## config.mk

```make
export PLATFORM = sky130hd
export DESIGN_NAME = sram_fifo_ctrl
export DESIGN_NICKNAME = d
export VERILOG_FILES = /design/src/rtl/sram_fifo_ctrl.sv
export SDC_FILE = /design/constraint.sdc
export NUM_CORES = 1
export LEC_CHECK = 0
export ABC_AREA = 1
export BUFFER_PORTS_ARGS = -buffer_cell sky130_fd_sc_hd__buf_4
export CAP_MARGIN = 10
export CORE_ASPECT_RATIO = 1.5
export CORE_MARGIN = 3
export CORE_UTILIZATION = 60
export DETAILED_ROUTE_END_ITERATION = 16
export GPL_ROUTABILITY_DRIVEN = 0
export PLACE_DENSITY = 0.85
export SYNTH_ARGS = -nofsm -noshare
export SYNTH_HDL_FRONTEND = slang
export SYNTH_SLANG_ARGS = --single-unit
```

## constraint.sdc

```tcl
create_clock -name clk -period 20.2 [get_ports clk]
set_input_delay 2.02 -clock clk [delete_from_list [all_inputs] [get_ports clk]]
set_output_delay 2.02 -clock clk [all_outputs]
set_load 0.05 [all_outputs]
```

## src/rtl/sram_fifo_ctrl.sv

```systemverilog
`timescale 1ns/1ps
// sram_fifo_ctrl: valid/ready FIFO around a 1W/1R SRAM macro, with a 4-entry output buffer
// that hides the macro's read latency. Define SRAM_FIFO_PEAK_EN to add the `peak` output.
module sram_fifo_ctrl #(
    parameter int DATA_WIDTH = 32,
    parameter int ADDR_WIDTH = 10,
    parameter int RAM_DEPTH  = 1 << ADDR_WIDTH
) (
    input  logic                  clk,
    input  logic                  rst,
    input  logic                  in_valid,
    output logic                  in_ready,
    input  logic [DATA_WIDTH-1:0] in_data,
    output logic                  out_valid,
    input  logic                  out_ready,
    output logic [DATA_WIDTH-1:0] out_data,
    output logic [ADDR_WIDTH:0]   count,
    output logic                  mem_csb0,
    output logic [ADDR_WIDTH-1:0] mem_addr0,
    output logic [DATA_WIDTH-1:0] mem_din0,
    output logic                  mem_csb1,
    output logic [ADDR_WIDTH-1:0] mem_addr1,
    input  logic [DATA_WIDTH-1:0] mem_dout1
`ifdef SRAM_FIFO_PEAK_EN
    ,
    output logic [ADDR_WIDTH:0]   peak
`endif
);
    localparam logic [ADDR_WIDTH:0] DEPTH_C = (ADDR_WIDTH+1)'(RAM_DEPTH);

    logic [ADDR_WIDTH:0]   r_count, r_avail, w_count_next, w_avail_eff;
    logic [ADDR_WIDTH-1:0] r_wptr, r_rptr, r_addr0, r_addr1;
    logic [DATA_WIDTH-1:0] r_din0;
    logic                  r_csb0, r_csb1, r_if0, r_if1;
    logic [DATA_WIDTH-1:0] r_buf [4];
    logic [1:0]            r_head, r_tail;
    logic [2:0]            r_buf_cnt, w_occ;
    logic                  w_push, w_pop, w_issue;

    assign in_ready  = !rst && (r_count < DEPTH_C);
    assign w_push    = in_valid && in_ready;
    assign out_valid = (r_buf_cnt != 3'd0);
    assign w_pop     = out_valid && out_ready;
    assign out_data  = r_buf[r_head];
    assign count     = r_count;
    assign mem_csb0  = r_csb0;
    assign mem_addr0 = r_addr0;
    assign mem_din0  = r_din0;
    assign mem_csb1  = r_csb1;
    assign mem_addr1 = r_addr1;

    // A write being sampled by the macro on this edge may be read-issued now: its read is sampled one edge later.
    assign w_avail_eff  = r_avail + {{ADDR_WIDTH{1'b0}}, !r_csb0};
    assign w_occ        = r_buf_cnt + {2'b00, r_if0} + {2'b00, r_if1};
    assign w_issue      = (w_avail_eff != '0) && (w_occ < 3'd4);
    assign w_count_next = r_count + {{ADDR_WIDTH{1'b0}}, w_push} - {{ADDR_WIDTH{1'b0}}, w_pop};

    always_ff @(posedge clk or posedge rst) begin
        if (rst) begin
            r_csb0  <= 1'b1;
            r_addr0 <= '0;
            r_din0  <= '0;
            r_wptr  <= '0;
        end else begin
            r_csb0 <= !w_push;
            if (w_push) begin
                r_addr0 <= r_wptr;
                r_din0  <= in_data;
                r_wptr  <= r_wptr + 1'b1;
            end
        end
    end

    always_ff @(posedge clk or posedge rst) begin
        if (rst) begin
            r_csb1  <= 1'b1;
            r_addr1 <= '0;
            r_rptr  <= '0;
            r_avail <= '0;
            r_if0   <= 1'b0;
            r_if1   <= 1'b0;
        end else begin
            r_csb1  <= !w_issue;
            r_avail <= w_avail_eff - {{ADDR_WIDTH{1'b0}}, w_issue};
            r_if0   <= w_issue;
            r_if1   <= r_if0;
            if (w_issue) begin
                r_addr1 <= r_rptr;
                r_rptr  <= r_rptr + 1'b1;
            end
        end
    end

    // r_if1 marks the edge after the macro sampled the read: the only edge mem_dout1 is valid.
    always_ff @(posedge clk or posedge rst) begin
        if (rst) begin
            r_head    <= '0;
            r_tail    <= '0;
            r_buf_cnt <= '0;
        end else begin
            r_buf_cnt <= r_buf_cnt + {2'b00, r_if1} - {2'b00, w_pop};
            if (r_if1) r_tail <= r_tail + 1'b1;
            if (w_pop) r_head <= r_head + 1'b1;
        end
    end

    generate
        for (genvar gi = 0; gi < 4; gi++) begin : g_buf
            always_ff @(posedge clk or posedge rst) begin
                if (rst)
                    r_buf[gi] <= '0;
                else if (r_if1 && (r_tail == 2'(gi)))
                    r_buf[gi] <= mem_dout1;
            end
        end
    endgenerate

    always_ff @(posedge clk or posedge rst) begin
        if (rst) r_count <= '0;
        else     r_count <= w_count_next;
    end

`ifdef SRAM_FIFO_PEAK_EN
    logic [ADDR_WIDTH:0] r_peak;
    assign peak = r_peak;

    always_ff @(posedge clk or posedge rst) begin
        if (rst)
            r_peak <= '0;
        else if (w_count_next > r_peak)
            r_peak <= w_count_next;
    end
`endif

endmodule

```

==> results.yml, run 1 <==
routing:
  via_per_inst: 5.44
  wl_per_cell_um: 14.9
  first_iter_violations: 670
  top_layer: "met5"
  drt_first_pass_iters: 6
  met1_length_um: 9190
  drtAntennaViolNets: 0
  met2_length_um: 12200
  via_count: 8467
  wl_met3_um: 1400
  wl_um: 23200
  post-route-drc-count: 0
sta:
  setup_viol: 0
  slew_headroom_pct: 22.5
  grt_setup_unrepaired: "false"
  fin_crit_sh_pct: 23.5
  layout_setup_ws_ps: 15450
  final.min_clock_period_ps: 4750
  tightest_slew_ps: 1160
  slew_viol_final: 0
  hold_viol_final: 0
  fmaxAchievable_mhz: 211
  setup_tns_ps: 0
  finClkSkew_ps: 15.0
cells_and_area:
  diodes: 0
  seqCellArea_mm2: 0.00583
  area_delta_synth_final_pct: 18.8
  num-fill-cells: 1280
  finish.instance_area_mm2: 0.0124
  drive_gt1_share_pct: 17.3
  multi_input_area_mm2: 0.00401
  fin_nets: 1426
logic_synthesis:
  yosysSeqAreaShare_pct: 55.9
  synth_cells: 1197
  yosysWarnings: 0
  yosys_register_bits: 233
  syn_area_mm2: 0.0104
  ys_types: 30
  syn_avg_cell_area_um2: 8.71
  synth_fp_nets: 1291
clocking:
  cts_tree: "built"
  clk_path_buf_depth: 3
  path_clk_slew_ps: 70
  cts_hold_buffers: 0
  ctsResizeCount: 0
  post-cts-setup-buffer-count: 0
  clockRootBuffer: "clkbuf_16"
  htreeDepth: 1
  clock_latency_ps: 500
  clkSinkCount: 233
  cts_made_buffers: 21
worst_setup_path:
  crit_arrival_ps: 2730
  cp_max_fo: 66
  r2r-end: "r_avail[6]"
  r2r_cells: 18
  end_kind: "output port"
  startpoint_type: "register"
  rr_startpoint: "mem_csb0"
  cp.required_ps: 18180
  crit_type: "register to output port"
  reg2reg_setup_slack_ps: 16870
die:
  row_count: 58
  pin_count: 167
  core_area_mm2: 0.0169
  start_util_pct: 61.7
  dieArea_mm2: 0.0190
  die_h_um: 167
  die_width_um: 114
place:
  pre_cts_ws_ps: 15670
  port_buffers: 166
  dpl-instance-area_mm2: 0.0118
  hpwlAfterDp_um: 14800
worst_hold_path:
  hold_path_class: "register to register"
  min-delay-start: "r_if0"
  min_to: "r_if1"
  whs_path_depth: 0
grt:
  grt_pass1_vias: 8420
  grtUsageTotal_pct: 24.3
  grt_pass1_wl_um: 39000
  antenna_found_initial: 1
  grt_max_degree: 153
  overflow: 0
flow_run:
  drv_cap: 0
outcome:
  run_status: "complete, no violations"
[flip-flops by register name (all words and copies together) (netlist names), 3 cells and up]
register	cells
count	11
mem_addr0	10
mem_addr1	10
mem_din0	32
r_avail	11
r_buf	128
r_buf_cnt	3
r_rptr	10
r_wptr	10
[worst max path at each step]
| stage | start | end | slack [ps] | cells after the start |
|---|---|---|---|---|
| final | r_head[0] | out_data[21] | 15450 | 5 |
| after global routing | r_head[0] | out_data[6] | 15230 | 5 |
| after CTS | r_head[0] | out_data[21] | 15450 | 5 |
| after detailed placement | rst | in_ready | 15670 | 3 |
| after global placement | rst | in_ready | 15680 | 3 |
| after floorplan | rst | count[0] | 11790 | 1 |
[cell usage in the layout (no fill, tap or decap), types with 2 or more instances in the layout]
cell type	instances
ha_1	24
o21ai_0	205
nand2_1	334
xnor2_1	10
clkbuf_1	7
dfstp_2	2
fa_1	2
clkbuf_8	4
inv_2	3
a21oi_1	12
nand4_1	5
nor2_4	3
o22ai_1	32
nand3_1	36
xor2_1	28
nor3_1	2
inv_1	89
nor2_1	89
nor4_1	2
buf_4	171
dfrtp_1	230
o21bai_1	2
nor2_2	3
clkinv_2	3
clkbuf_16	21
o2111ai_1	2
nand2_2	17
[Yosys cell counts]
cell type	number	area share, %
a21oi_1	12	0.58
buf_1	1	0.036
buf_2	3	0.14
buf_6	2	0.22
clkbuf_1	53	1.9
dfrtp_1	231	55
dfstp_2	2	0.50
fa_1	2	0.38
ha_1	24	2.9
inv_1	90	3.2
inv_2	3	0.11
nand2_1	338	12
nand2_2	13	0.78
nand2_4	1	0.11
nand3_1	36	1.7
nand3_4	1	0.17
nand3b_1	1	0.072
nand4_1	5	0.30
nor2_1	89	3.2
nor2_2	3	0.18
nor2_4	3	0.32
nor3_1	2	0.096
nor4_1	2	0.12
o2111ai_1	2	0.17
o21ai_0	205	9.8
o21ai_1	1	0.048
o21bai_1	2	0.14
o22ai_1	32	1.9
xnor2_1	10	0.84
xor2_1	28	2.4
[cell families after synthesis]
family                   synth area share (%)
AO/OA/AOI/OAI                            12.7
XOR/XNOR                                 3.19
adder cells (fa/ha/maj)                  3.26
buffers and inverters                    5.65
flip-flops                               55.9
AND/OR/NAND/NOR                          19.2
[metal layers]
layer | GRT usage (%) | vias to the layer above
li1 | - | 4130
met1 | 31.1 | 4070
met2 | 42.2 | 231
met3 | 5.03 | 34
met4 | 6.17 | 2
met5 | 0 | -
[metrics by stage]
| step | utilization (%) | cells | hold WS [ps] |
|---|---|---|---|
| 6_report | 73.3 | 1556 | 378 |
| 5_1_grt | 73.3 | 1556 | 404 |
| 4_1_cts | 73.3 | 1556 | 381 |
| 3_5_place_dp | 69.5 | 1519 | 365 |
| 3_3_place_gp | 69.5 | 1519 | 360 |
| 2_1_floorplan | - | 1197 | 354 |
[worst max-delay path, stage by stage (launching register included)]
cell and delay (ps):
dfrtp_2 1130, inv_1 90, buf_4 370, o21ai_0 300, o22ai_1 130, buf_4 210
[final cells by class]
class | instances | area share (%)
Sequential cell | 233 | 47.1
Clock inverter | 5 | 0.252
Clock buffer | 32 | 4.90
Inverter | 93 | 2.88
Timing Repair Buffer | 171 | 10.4
Multi-Input combinational cell | 812 | 32.4
Tap cell | 210 | 2.12
Power of run 1 is left out: the tool's default activity adds up to more than one toggle a clock period on the data nets, which glitch-free logic cannot reach.
==> inputs of run 2 (changes only) <==
- CORE_UTILIZATION: 60 -> 57
- PLACE_DENSITY: 0.85 -> 0.81
- clock period: 20.2 -> 4.77 ns (I/O delays scaled with it)
==> run 2 against run 1 <==
  * Core utilization down 3.5 points
  * Non-clock buffer count unchanged
  * Worst hold slack worse by 240 ps
  * Wire length down 0.88%
  * Sequential share of layout area down 0.48 points
  * Worst setup slack worse by 14000 ps
  * Critical path depth up 14
  * Register-to-register slack worse by 15000 ps
  * Critical endpoint is now r_avail[10]
  * Highest routed layer is now met4
==> results.yml, run 2 (same netlist as run 1, synthesis figures left out) <==
worst_setup_path:
  cp_max_fo: 22
  rr_startpoint: "mem_csb0"
  crit_start: "mem_csb0"
  r2r_cells: 19
  crit_arrival_ps: 3760
  r2r-end: "r_avail[10]"
  end_kind: "register"
  reg2reg_setup_slack_ps: 1430
  cp.required_ps: 5180
  crit_top_cell: "ha_1"
  cp_slowest_stage_delay_ps: 530
  cp_slowest_cell: "dfstp_2"
  worst-path-stages: 19
  crit_type: "register to register"
  critPathTopFamily: "simple AND/OR/NAND/NOR gates"
  cp-endpoint: "r_avail[10]"
  path_cells: "inv_1 > ha_1 > ha_1 > nand3_1 > inv_1 > nand2_1 > nand2_1 > inv_2 > nand2_2 > nor2_4 > nand3_4 > nand2_4 > inv_1 > ha_1 > ha_1 > nand2_1 > nor2_1 > nand3_1 > xnor2_1"
  startpoint_type: "register"
  crit_buf_inv: 4
place:
  hpwlAfterDp_um: 14600
  port_buffers: 166
clocking:
  post-cts-setup-buffer-count: 0
  cts_made_buffers: 22
  htreeDepth: 1
  path_clk_slew_ps: 70
  clock_latency_ps: 500
  clockRootBuffer: "clkbuf_16"
  clkSinkCount: 233
  cts_tree: "built"
  cts_hold_buffers: 0
  ctsResizeCount: 0
  clk_path_buf_depth: 3
die:
  die_h_um: 172
  dieArea_mm2: 0.0200
  start_util_pct: 58.1
  pin_count: 167
  die_width_um: 116
  core_area_mm2: 0.0179
  row_count: 60
grt:
  antenna_found_initial: 0
  grtUsageTotal_pct: 23.3
  grt_max_degree: 149
  grt_pass1_wl_um: 38500
  grt_pass1_vias: 8439
  overflow: 0
cells_and_area:
  largest-register: "r_buf"
  fin_nets: 1427
  num-fill-cells: 1404
  drive_gt1_share_pct: 17.8
  area_delta_synth_final_pct: 20.0
  final_cell_mix: "nand2_1, dfrtp_1, o21ai_0"
  diodes: 0
  largest_reg_flops: 128
  final_common_cell: "nand2_1"
routing:
  top_layer: "met4"
  via_count: 8476
  met2_length_um: 11800
  drtAntennaViolNets: 0
  wl_um: 23000
  first_iter_violations: 658
  drt_first_pass_iters: 6
  met1_length_um: 9240
  wl_met3_um: 1470
  post-route-drc-count: 0
  wl_per_cell_um: 14.7
  via_per_inst: 5.42
sta:
  finClkSkew_ps: 8.58
  hold_viol_final: 0
  setup_tns_ps: 0
  grt_setup_unrepaired: "false"
  fmaxAchievable_mhz: 299
  final.min_clock_period_ps: 3340
  slew_headroom_pct: 24.5
  fin_crit_sh_pct: 70.1
  setup_viol: 0
  slew_viol_final: 0
  tightest_slew_ps: 1130
outcome:
  run_status: "complete, no violations"
worst_hold_path:
  hold_path_class: "primary input to asynchronous set/reset pin"
flow_run:
  drv_cap: 0
-- run 2: cell types whose count changed in the layout (fill, tap and decap cells not counted) --
cell and change:
buf_12 +1, buf_4 -1, bufinv_16 +2, clkbuf_1 -5, clkbuf_16 +2, clkbuf_8 +1, clkinv_2 -1, clkinv_4 +2
clkinvlp_4 +1, inv_1 -1, inv_2 +1, inv_6 -1, inv_8 -1
-- run 2: area by class of cell --
type / count / area, µm² / area share, %
Sequential cell: 233 / 5830 / 46.6
Timing Repair Buffer: 171 / 1300 / 10.4
Multi-Input combinational cell: 812 / 4010 / 32.1
Clock inverter: 7 / 95.1 / 0.760
Clock buffer: 30 / 652 / 5.21
Tap cell: 217 / 272 / 2.17
Inverter: 93 / 353 / 2.82
-- run 2: per-layer routing --
metal | up-vias | track usage (%)
met3 | 39 | 4.54
li1 | 4115 | -
met5 | - | 0
met4 | 0 | 6.97
met2 | 247 | 40.4
met1 | 4075 | 29.3
-- run 2: how the worst min path moves through the flow --
stage	to	start	slack (ps)
2_1_floorplan	r_if1	r_if0	350
3_3_place_gp	r_if1	r_if0	370
3_5_place_dp	r_if1	r_if0	380
4_1_cts	r_avail[1]	rst	150
5_1_grt	mem_din0[6]	in_data[6]	160
6_report	r_avail[1]	rst	130
-- run 2: stage by stage --
stage / std cells / instance area, µm² / setup slack [ps] / util, % / hold WS [ps]
5_1_grt: 1563 / 12500 / 1120 / 69.8 / 159
2_1_floorplan: 1197 / 10400 / 1240 / - / 354
3_5_place_dp: 1526 / 11800 / 1410 / 65.6 / 381
6_report: 1563 / 12500 / 1430 / 69.8 / 134
4_1_cts: 1563 / 12500 / 1410 / 69.8 / 147
3_3_place_gp: 1526 / 11800 / 1530 / 65.6 / 371
-- run 2: worst register-to-register path: stages, from the launching register on --
cell and delay, ps:
dfstp_2 530, inv_1 40, ha_1 210, ha_1 250
nand3_1 160, inv_1 80, nand2_1 70, nand2_1 100
inv_2 80, nand2_2 70, nor2_4 160, nand3_4 240
nand2_4 320, inv_1 110, ha_1 230, ha_1 210
nand2_1 70, nor2_1 90, nand3_1 120, xnor2_1 130
Power of run 2 is left out for the same reason.
==> inputs of run 3 (changes only) <==
- clock period: 4.77 -> 3.3 ns (I/O delays scaled with it)
==> run 3 against run 2 <==
  * Count of clock-buffer cells in the layout is the same
  * Die area is the same
  * Critical path type unchanged
  * Critical endpoint is now r_avail[6]
  * Largest cell class unchanged
  * Worst hold slack lost 120 ps
  * Sequential cell count is the same
  * Core utilization grew 0.70 points
  * Register-to-register slack lost 1100 ps
  * Sequential share of layout area shrank 0.46 points
  * Wire length grew 0.88%
  * Critical path depth shrank 1
  * Clock skew grew 1.0 ps
==> results.yml, run 3 (same netlist as run 1, synthesis figures left out) <==
worst_setup_path:
  cp.required_ps: 3690
  crit_arrival_ps: 3330
  startpoint_type: "register"
  crit_type: "register to register"
  cp_max_fo: 6
  end_kind: "register"
outcome:
  run_status: "complete, no violations"
routing:
  drt_first_pass_iters: 5
  wl_um: 23200
  wl_per_cell_um: 14.6
  first_iter_violations: 784
  post-route-drc-count: 0
  via_per_inst: 5.38
  drtAntennaViolNets: 0
  via_count: 8518
grt:
  grt_max_degree: 97
  antenna_found_initial: 0
  grtUsageTotal_pct: 23.3
  grt_pass1_vias: 8365
  grt_pass1_wl_um: 38200
  overflow: 0
die:
  row_count: 60
  die_width_um: 116
  pin_count: 167
  core_area_mm2: 0.0179
  start_util_pct: 58.1
  dieArea_mm2: 0.0200
  die_h_um: 172
place:
  port_buffers: 166
  dpl-instance-area_mm2: 0.0119
  pre_cts_ws_ps: 345
  hpwlAfterDp_um: 15100
cells_and_area:
  diodes: 0
  final_cell_mix: "nand2_1, dfrtp_1, o21ai_0"
  area_delta_synth_final_pct: 21.2
  finish.instance_area_mm2: 0.0126
  final_common_cell: "nand2_1"
  num-fill-cells: 1387
  fin_nets: 1443
  largest_reg_flops: 128
  largest-register: "r_buf"
  drive_gt1_share_pct: 18.5
worst_hold_path:
  hold_path_class: "primary input to register"
sta:
  grt_setup_unrepaired: "false"
  whs_ps: 11.2
  hold_viol_final: 0
  slew_viol_final: 0
  tightest_slew_ps: 1120
  setup_viol: 0
  layout_setup_ws_ps: 357
  setup_tns_ps: 0
  finClkSkew_ps: 9.61
  slew_headroom_pct: 25.1
  final.min_clock_period_ps: 2940
  fin_crit_sh_pct: 89.2
  fmaxAchievable_mhz: 340
flow_run:
  drv_cap: 0
clocking:
  cts_tree: "built"
  clockRootBuffer: "clkbuf_16"
  path_clk_slew_ps: 60
  cts_made_buffers: 22
  clk_path_buf_depth: 3
  post-cts-setup-buffer-count: 0
  htreeDepth: 1
  clkSinkCount: 233
  clock_latency_ps: 510
## run 3: final cells by class
| class | count | area, µm² | area share [%] |
|---|---|---|---|
| Clock inverter | 10 | 113 | 0.891 |
| Sequential cell | 233 | 5830 | 46.2 |
| Timing Repair Buffer | 187 | 1420 | 11.3 |
| Tap cell | 217 | 272 | 2.15 |
| Inverter | 93 | 353 | 2.79 |
| Multi-Input combinational cell | 812 | 4010 | 31.8 |
| Clock buffer | 30 | 632 | 5.00 |
## run 3: worst paths after layout
path                             start           end  slack [ps]  cells after the start
max                           mem_csb0    r_avail[6]         360                     18
min                        in_data[13]  mem_din0[13]          10                      3
max reg2reg                   mem_csb0    r_avail[6]         360                     18
min reg2reg                      r_if0         r_if1         390                      0
max in group asynchronous          rst     r_buf[50]        1710                      5
min in group asynchronous          rst      count[1]         490                      3
## run 3: per-layer routing
metal | part of all wire (%) | up-vias | GRT usage (%)
met1 | 41 | 4079 | 28.6
li1 | - | 4150 | -
met5 | 0 | - | 0
met4 | 3.1 | 0 | 9.09
met2 | 51 | 233 | 40.2
met3 | 5.7 | 56 | 4.47
## run 3: what timing repair did
| action | 4_1_cts | 5_1_grt |
|---|---|---|
| hold buffers | 3 | 0 |
| hold endpoints to repair | 27 | 0 |
| resized for setup | 0 | 0 |
## run 3: metrics by stage
stage | utilization (%) | instances
floorplan | - | 1197
global placement | 66.1 | 1539
detailed placement | 66.1 | 1539
CTS | 70.5 | 1582
global route | 70.5 | 1582
finish | 70.5 | 1582
## run 3: critical path, stage by stage (launching register included)
cell     delay (ps)
dfstp_2         540
inv_1            40
ha_1            220
ha_1            250
nand3_1         150
nand2_1          60
nand2_1         130
inv_2            60
nand2_2          90
nor2_4           60
nand3_4          80
nand2_4          50
inv_1            90
ha_1            170
ha_1            180
nand2_1          60
nor2_1          290
nand3_1         150
xor2_1          170
Power of run 3 is left out for the same reason.
